### src/rtl/hdmi_mode_ctrl.sv
// Video-mode change sequencer for the HDMI timing generator: blanks output, waits for a
// frame boundary, pulses the timing reset around the mode switch, then waits for timing to settle.
// Optional VSync watchdog enabled by defining HDMI_MODE_WDOG_EN.
module hdmi_mode_ctrl #(
  parameter logic DEFAULT_MODE  = 1'b0,
  parameter int   RST_CYCLES    = 16,
  parameter int   SETTLE_FRAMES = 2,
  parameter int   WDOG_CYCLES   = 3_000_000
) (
  input  logic       clk,
  input  logic       Rst,
  input  logic       Req_Valid,
  input  logic       Req_Mode,
  output logic       Req_Ready,
  input  logic       Timing_VSync,
  output logic       Video_Mode,
  output logic       Timing_Rst_n,
  output logic       Output_En,
  output logic       Done,
  output logic       Timeout,
  output logic [1:0] dbg_state_o
);

  localparam int HW = $clog2(RST_CYCLES) + 1;
  localparam int FW = $clog2(SETTLE_FRAMES) + 1;
  localparam logic [HW-1:0] HOLD_LAST = HW'(RST_CYCLES - 1);
  localparam logic [FW-1:0] FRM_LAST  = FW'(SETTLE_FRAMES - 1);

  typedef enum logic [1:0] {
    ST_IDLE    = 2'd0,
    ST_WAIT_VS = 2'd1,
    ST_HOLD    = 2'd2,
    ST_SETTLE  = 2'd3
  } state_t;

  state_t          state_q, state_d;
  logic            mode_q, mode_d;
  logic            pend_q, pend_d;
  logic            req_q, req_d;
  logic [HW-1:0]   hold_q, hold_d;
  logic [FW-1:0]   frm_q, frm_d;
  logic            vs_q;
  logic            rst_n_q, rst_n_d;
  logic            en_q, en_d;
  logic            ready_q, ready_d;
  logic            done_q, done_d;
  logic            vs_rise;
  logic            accept;
  logic            wdog_exp;

  // Handshake: a request transfers on any clk edge where Req_Valid && Req_Ready; Req_Ready
  // is high only in IDLE, and Req_Valid seen at any other time is dropped, not queued.
  assign vs_rise = Timing_VSync & ~vs_q;
  assign accept  = (state_q == ST_IDLE) & Req_Valid & ready_q;

`ifdef HDMI_MODE_WDOG_EN
  localparam logic [23:0] WDOG_LAST = 24'(WDOG_CYCLES - 1);
  logic [23:0] wdog_q, wdog_d;
  logic        timeout_q, timeout_d;

  assign wdog_exp = (wdog_q == WDOG_LAST) &&
                    ((state_q == ST_WAIT_VS) || (state_q == ST_SETTLE));

  always_comb begin
    wdog_d    = '0;
    timeout_d = timeout_q;
    if (((state_q == ST_WAIT_VS) || (state_q == ST_SETTLE)) &&
        (state_d == state_q) && !vs_rise)
      wdog_d = wdog_q + 24'd1;
    if (accept)
      timeout_d = 1'b0;
    else if (wdog_exp)
      timeout_d = 1'b1;
  end

  always_ff @(posedge clk or negedge Rst) begin
    if (!Rst) begin
      wdog_q    <= '0;
      timeout_q <= 1'b0;
    end else begin
      wdog_q    <= wdog_d;
      timeout_q <= timeout_d;
    end
  end

  assign Timeout = timeout_q;
`else
  logic unused_wdog;
  assign unused_wdog = (WDOG_CYCLES == 0);
  assign wdog_exp    = 1'b0;
  assign Timeout     = 1'b0;
`endif

  always_comb begin
    state_d = state_q;
    mode_d  = mode_q;
    pend_d  = pend_q;
    req_d   = req_q;
    hold_d  = hold_q;
    frm_d   = frm_q;
    done_d  = 1'b0;
    case (state_q)
      ST_IDLE: begin
        if (accept) begin
          if (Req_Mode == mode_q) begin
            done_d = 1'b1;
          end else begin
            pend_d  = Req_Mode;
            req_d   = 1'b1;
            state_d = ST_WAIT_VS;
          end
        end
      end
      ST_WAIT_VS: begin
        if (vs_rise || wdog_exp) begin
          state_d = ST_HOLD;
          mode_d  = pend_q;
          hold_d  = '0;
        end
      end
      ST_HOLD: begin
        if (hold_q == HOLD_LAST) begin
          state_d = ST_SETTLE;
          frm_d   = '0;
        end else begin
          hold_d = hold_q + 1'b1;
        end
      end
      ST_SETTLE: begin
        if ((vs_rise && (frm_q == FRM_LAST)) || wdog_exp) begin
          state_d = ST_IDLE;
          done_d  = req_q;
          req_d   = 1'b0;
        end else if (vs_rise) begin
          frm_d = frm_q + 1'b1;
        end
      end
      default: state_d = ST_HOLD;
    endcase
    // Outputs are registered from the next state so they line up with state_q.
    rst_n_d = (state_d != ST_HOLD);
    en_d    = (state_d == ST_IDLE);
    ready_d = (state_d == ST_IDLE);
  end

  always_ff @(posedge clk or negedge Rst) begin
    if (!Rst) begin
      state_q <= ST_HOLD;
      mode_q  <= DEFAULT_MODE;
      pend_q  <= DEFAULT_MODE;
      req_q   <= 1'b0;
      hold_q  <= '0;
      frm_q   <= '0;
      vs_q    <= 1'b0;
      rst_n_q <= 1'b0;
      en_q    <= 1'b0;
      ready_q <= 1'b0;
      done_q  <= 1'b0;
    end else begin
      state_q <= state_d;
      mode_q  <= mode_d;
      pend_q  <= pend_d;
      req_q   <= req_d;
      hold_q  <= hold_d;
      frm_q   <= frm_d;
      vs_q    <= Timing_VSync;
      rst_n_q <= rst_n_d;
      en_q    <= en_d;
      ready_q <= ready_d;
      done_q  <= done_d;
    end
  end

  assign Video_Mode   = mode_q;
  assign Timing_Rst_n = rst_n_q;
  assign Output_En    = en_q;
  assign Req_Ready    = ready_q;
  assign Done         = done_q;
  assign dbg_state_o  = state_q;

endmodule

### config.mk
export PLATFORM = sky130hd
export DESIGN_NAME = hdmi_mode_ctrl
export DESIGN_NICKNAME = d
export VERILOG_FILES = /design/src/rtl/hdmi_mode_ctrl.sv
export SDC_FILE = /design/constraint.sdc
export NUM_CORES = 1
export LEC_CHECK = 0
export BUFFER_PORTS_ARGS = -buffer_cell sky130_fd_sc_hd__buf_4
export CAP_MARGIN = 40
export CORE_MARGIN = 2
export CORE_UTILIZATION = 55
export CTS_CLUSTER_SIZE = 30
export DETAILED_ROUTE_END_ITERATION = 8
export MAX_ROUTING_LAYER = met4
export PLACE_DENSITY = 0.77
export SLEW_MARGIN = 20
export SYNTH_ARGS = -nofsm -noshare
export SYNTH_HDL_FRONTEND = slang
export SYNTH_SLANG_ARGS = --single-unit
### constraint.sdc
create_clock -name clk -period 2.6 [get_ports clk]
set_clock_uncertainty 0.2 [all_clocks]
set_input_delay 0.26 -clock clk [delete_from_list [all_inputs] [get_ports clk]]
set_output_delay 0.26 -clock clk [all_outputs]
set_load 0.01 [all_outputs]
==> metrics.md <==
| Metric | Value |
|---|---|
| Status | `complete, no violations` |
| Die Footprint | `2120 um2` |
| Core area | `1690 um2` |
| Overflow after GRT | `0` |
| DRC | `0` |
| Switching pwr | `355 uW` |
| Via count | `744` |
| First DRT Iteration DRCs | `29` |
| Global-route wire length before repair | `2.93 mm` |
| Post-synthesis cell area | `972 um2` |
| Fin crit period | `2070 ps` |
| Worst min path class | `input pin to register` |
| Pint | `601 uW` |
| Yosys top cell area share | `38.6%` |
| Critical Path AT | `2110 ps` |
| RD Place Congestion | `0.738` |
| Setup TNS | `0 ps` |
| Setup crit end kind | `register` |
| Std-Cell Rows | `15` |
| Die width | `46.0 um` |
| Fin Hold WS | `51.6 ps` |
| Gr usage total | `20.2%` |
| Final HPWL DP | `1.26 mm` |
| Die Span Y | `46.0 um` |
| H-tree depth | `1` |
| Setup violators final | `0` |
| Clock sinks | `16` |
| Comb pwr share | `44.7%` |
| CP Class | `register to register` |
| Flop pwr share | `38.1%` |
| Dominant synthesized flop cell | `dfrtp_1` |
| Clock transition at path regs | `90 ps` |
| Vias in the first global route | `667` |
| Most common cell after layout, fill and taps aside | `dfrtp_1` |
| Syn Area/Cell | `10.6 um2` |
| EDFF count, synth | `0` |
| Beginning of the worst hold path | `Req_Mode` |
| I/O Pins | `13` |
| Fillers | `143` |
| Leakage | `0.520 nW` |
| Clk Latency, worst-skew pair | `290 ps` |
| Initial antenna violation count | `0` |
| Post-Route WL | `1.75 mm` |
| Root Driver | `clkbuf_4` |
| Clock power share | `17.2%` |
| Dominant cells by area after synthesis | `dfrtp_1 39%, ha_1 10%, a22o_1 8.1%` |
| First-pass iteration count of the detailed router | `4` |
| Max-slew headroom | `57.0%` |
| Clock buffer depth | `2` |
| Layout cells sized above 1 | `21.2%` |
| Register area share after synthesis | `41.3%` |
| Max frequency | `482 MHz` |
| Cts bufs inserted | `3` |
| CP max FO | `10` |
| Critical Path Source | `hold_q[0]` |
| Sw Share | `37.1%` |
| CTS tree | `yes` |
| Required @ worst endpoint | `2630 ps` |
| Synthesized flop and latch total | `16` |
| Detail Route Antenna Nets | `0` |
| Initial core utilization | `57.6%` |
| Most frequent cells in the layout | `15 x dfrtp_1, 11 x buf_4, 9 x a22o_1` |
| Largest net degree at the start of global routing | `17` |
| Input/output buffers | `11` |
| Worst Tran Pin Value | `639 ps` |
| NumNets Final | `118` |
| Antenna diode count | `0` |
| Setup repair bufs after CTS | `0` |
| Final core occ | `64.9%` |
| Worst flop-to-flop path startpoint | `hold_q[0]` |
| Startpoint types | `register` |
| Via density | `6.15` |
| Final Max Slew Viols | `0` |
| Distinct cells, synth | `34` |
| RSZ-0062 raised after global routing | `false` |
| PwrDens | `872 nW/um2` |
| Yosys warns | `0` |
| DR WL/cell | `14.4 um` |
| Max-cap violations | `0` |
| Area leader, netlist | `dfrtp_1` |
| Fin. Hold Viols | `0` |
| Fin crit share | `79.7%` |
| Mapped Nets | `105` |
| Worst VDD drop | `628 uV` |
| Syn Inst Count | `92` |
| Layout overhead on the synthesized area | `12.7%` |
| Asr flop ratio synth | `100%` |
-- sequential cells by signal (all words and copies together) (netlist names) --
register      count
frm_q             2
hold_q            5
req_q             1
vs_q              1
pend_q            1
Req_Ready         1
Video_Mode        1
Done              1
Timing_Rst_n      1
dbg_state_o       2
-- per-stage QoR --
step / setup slack [ps] / cell area [um2] / power, mW / cells
detailed placement: 565 / 1040 / 0.792 / 115
global route: 410 / 1100 / 1.03 / 121
global placement: 626 / 1040 / 0.780 / 115
finish: 527 / 1100 / 0.956 / 121
CTS: 534 / 1100 / 0.960 / 121
floorplan: 649 / 972 / 0.668 / 92
-- final timing paths --
kind,slack [ps],cells past startpoint,endpoint
max,530,7,hold_q[3]
min,50,3,pend_q
max reg2reg,530,7,hold_q[3]
min reg2reg,330,1,frm_q[1]
max in group asynchronous,1800,2,dbg_state_o[1]
min in group asynchronous,150,2,req_q
-- per-layer routing --
metal	track usage (%)	share of wire (%)	up-vias
met4	8.57	1.5	0
met3	4.76	5.3	5
met5	-	0	-
met2	28.6	43	22
met1	27.2	50	354
li1	-	-	363
-- layout make-up --
cell class	instances	area, um2	share of cell area, %
clock buffer	4	36.3	3.31
inverter	4	15.0	1.37
multi-input combinational	67	519	47.4
sequential	16	402	36.6
tap	17	21.3	1.94
timing repair buffer	13	103	9.36
-- worst max-delay path, cell delays in order, from the launching register on --
cell and delay (ps):
dfrtp_1 440, ha_1 230, and3_1 180, ha_1 280, nand4b_1 230, a211oi_1 240, a21o_1 110, a22o_1 110
-- synthesized netlist by cell type (2+ instances only) --
master	count
a211oi_1	3
o21ai_0	8
buf_2	2
nand2b_1	2
dfrtp_1	15
buf_4	2
inv_1	4
a21oi_1	2
ha_1	8
a21o_1	3
nand2_1	4
nor2b_1	3
o21bai_1	2
and3_1	3
nor2_1	4
a22o_1	9
-- power groups by stage --
stage	combinational, mW	clock, mW	sequential (mW)
after global routing	0.475	0.179	0.373
final	0.427	0.165	0.364
after global placement	0.415	0	0.365
after CTS	0.427	0.169	0.365
after floorplan	0.295	0	0.374
after detailed placement	0.423	0	0.368
-- logic make-up after synthesis --
kind of cell	after synthesis	share of synthesized area (%)
mux	1	1.16
compound gates	34	27.0
xor+xnor	1	0.901
simple gates	22	13.6
fa+ha+maj	8	10.3
flops	16	41.3
other cells	1	0.386
buf+inv	9	5.28
-- repair_timing --
item	CTS	global route
hold buffers	2	0
hold endpoints to repair	17	0
setup endpoints to repair	0	0
resized for setup	0	0
Note: power is estimated with default switching activity, not from simulation.
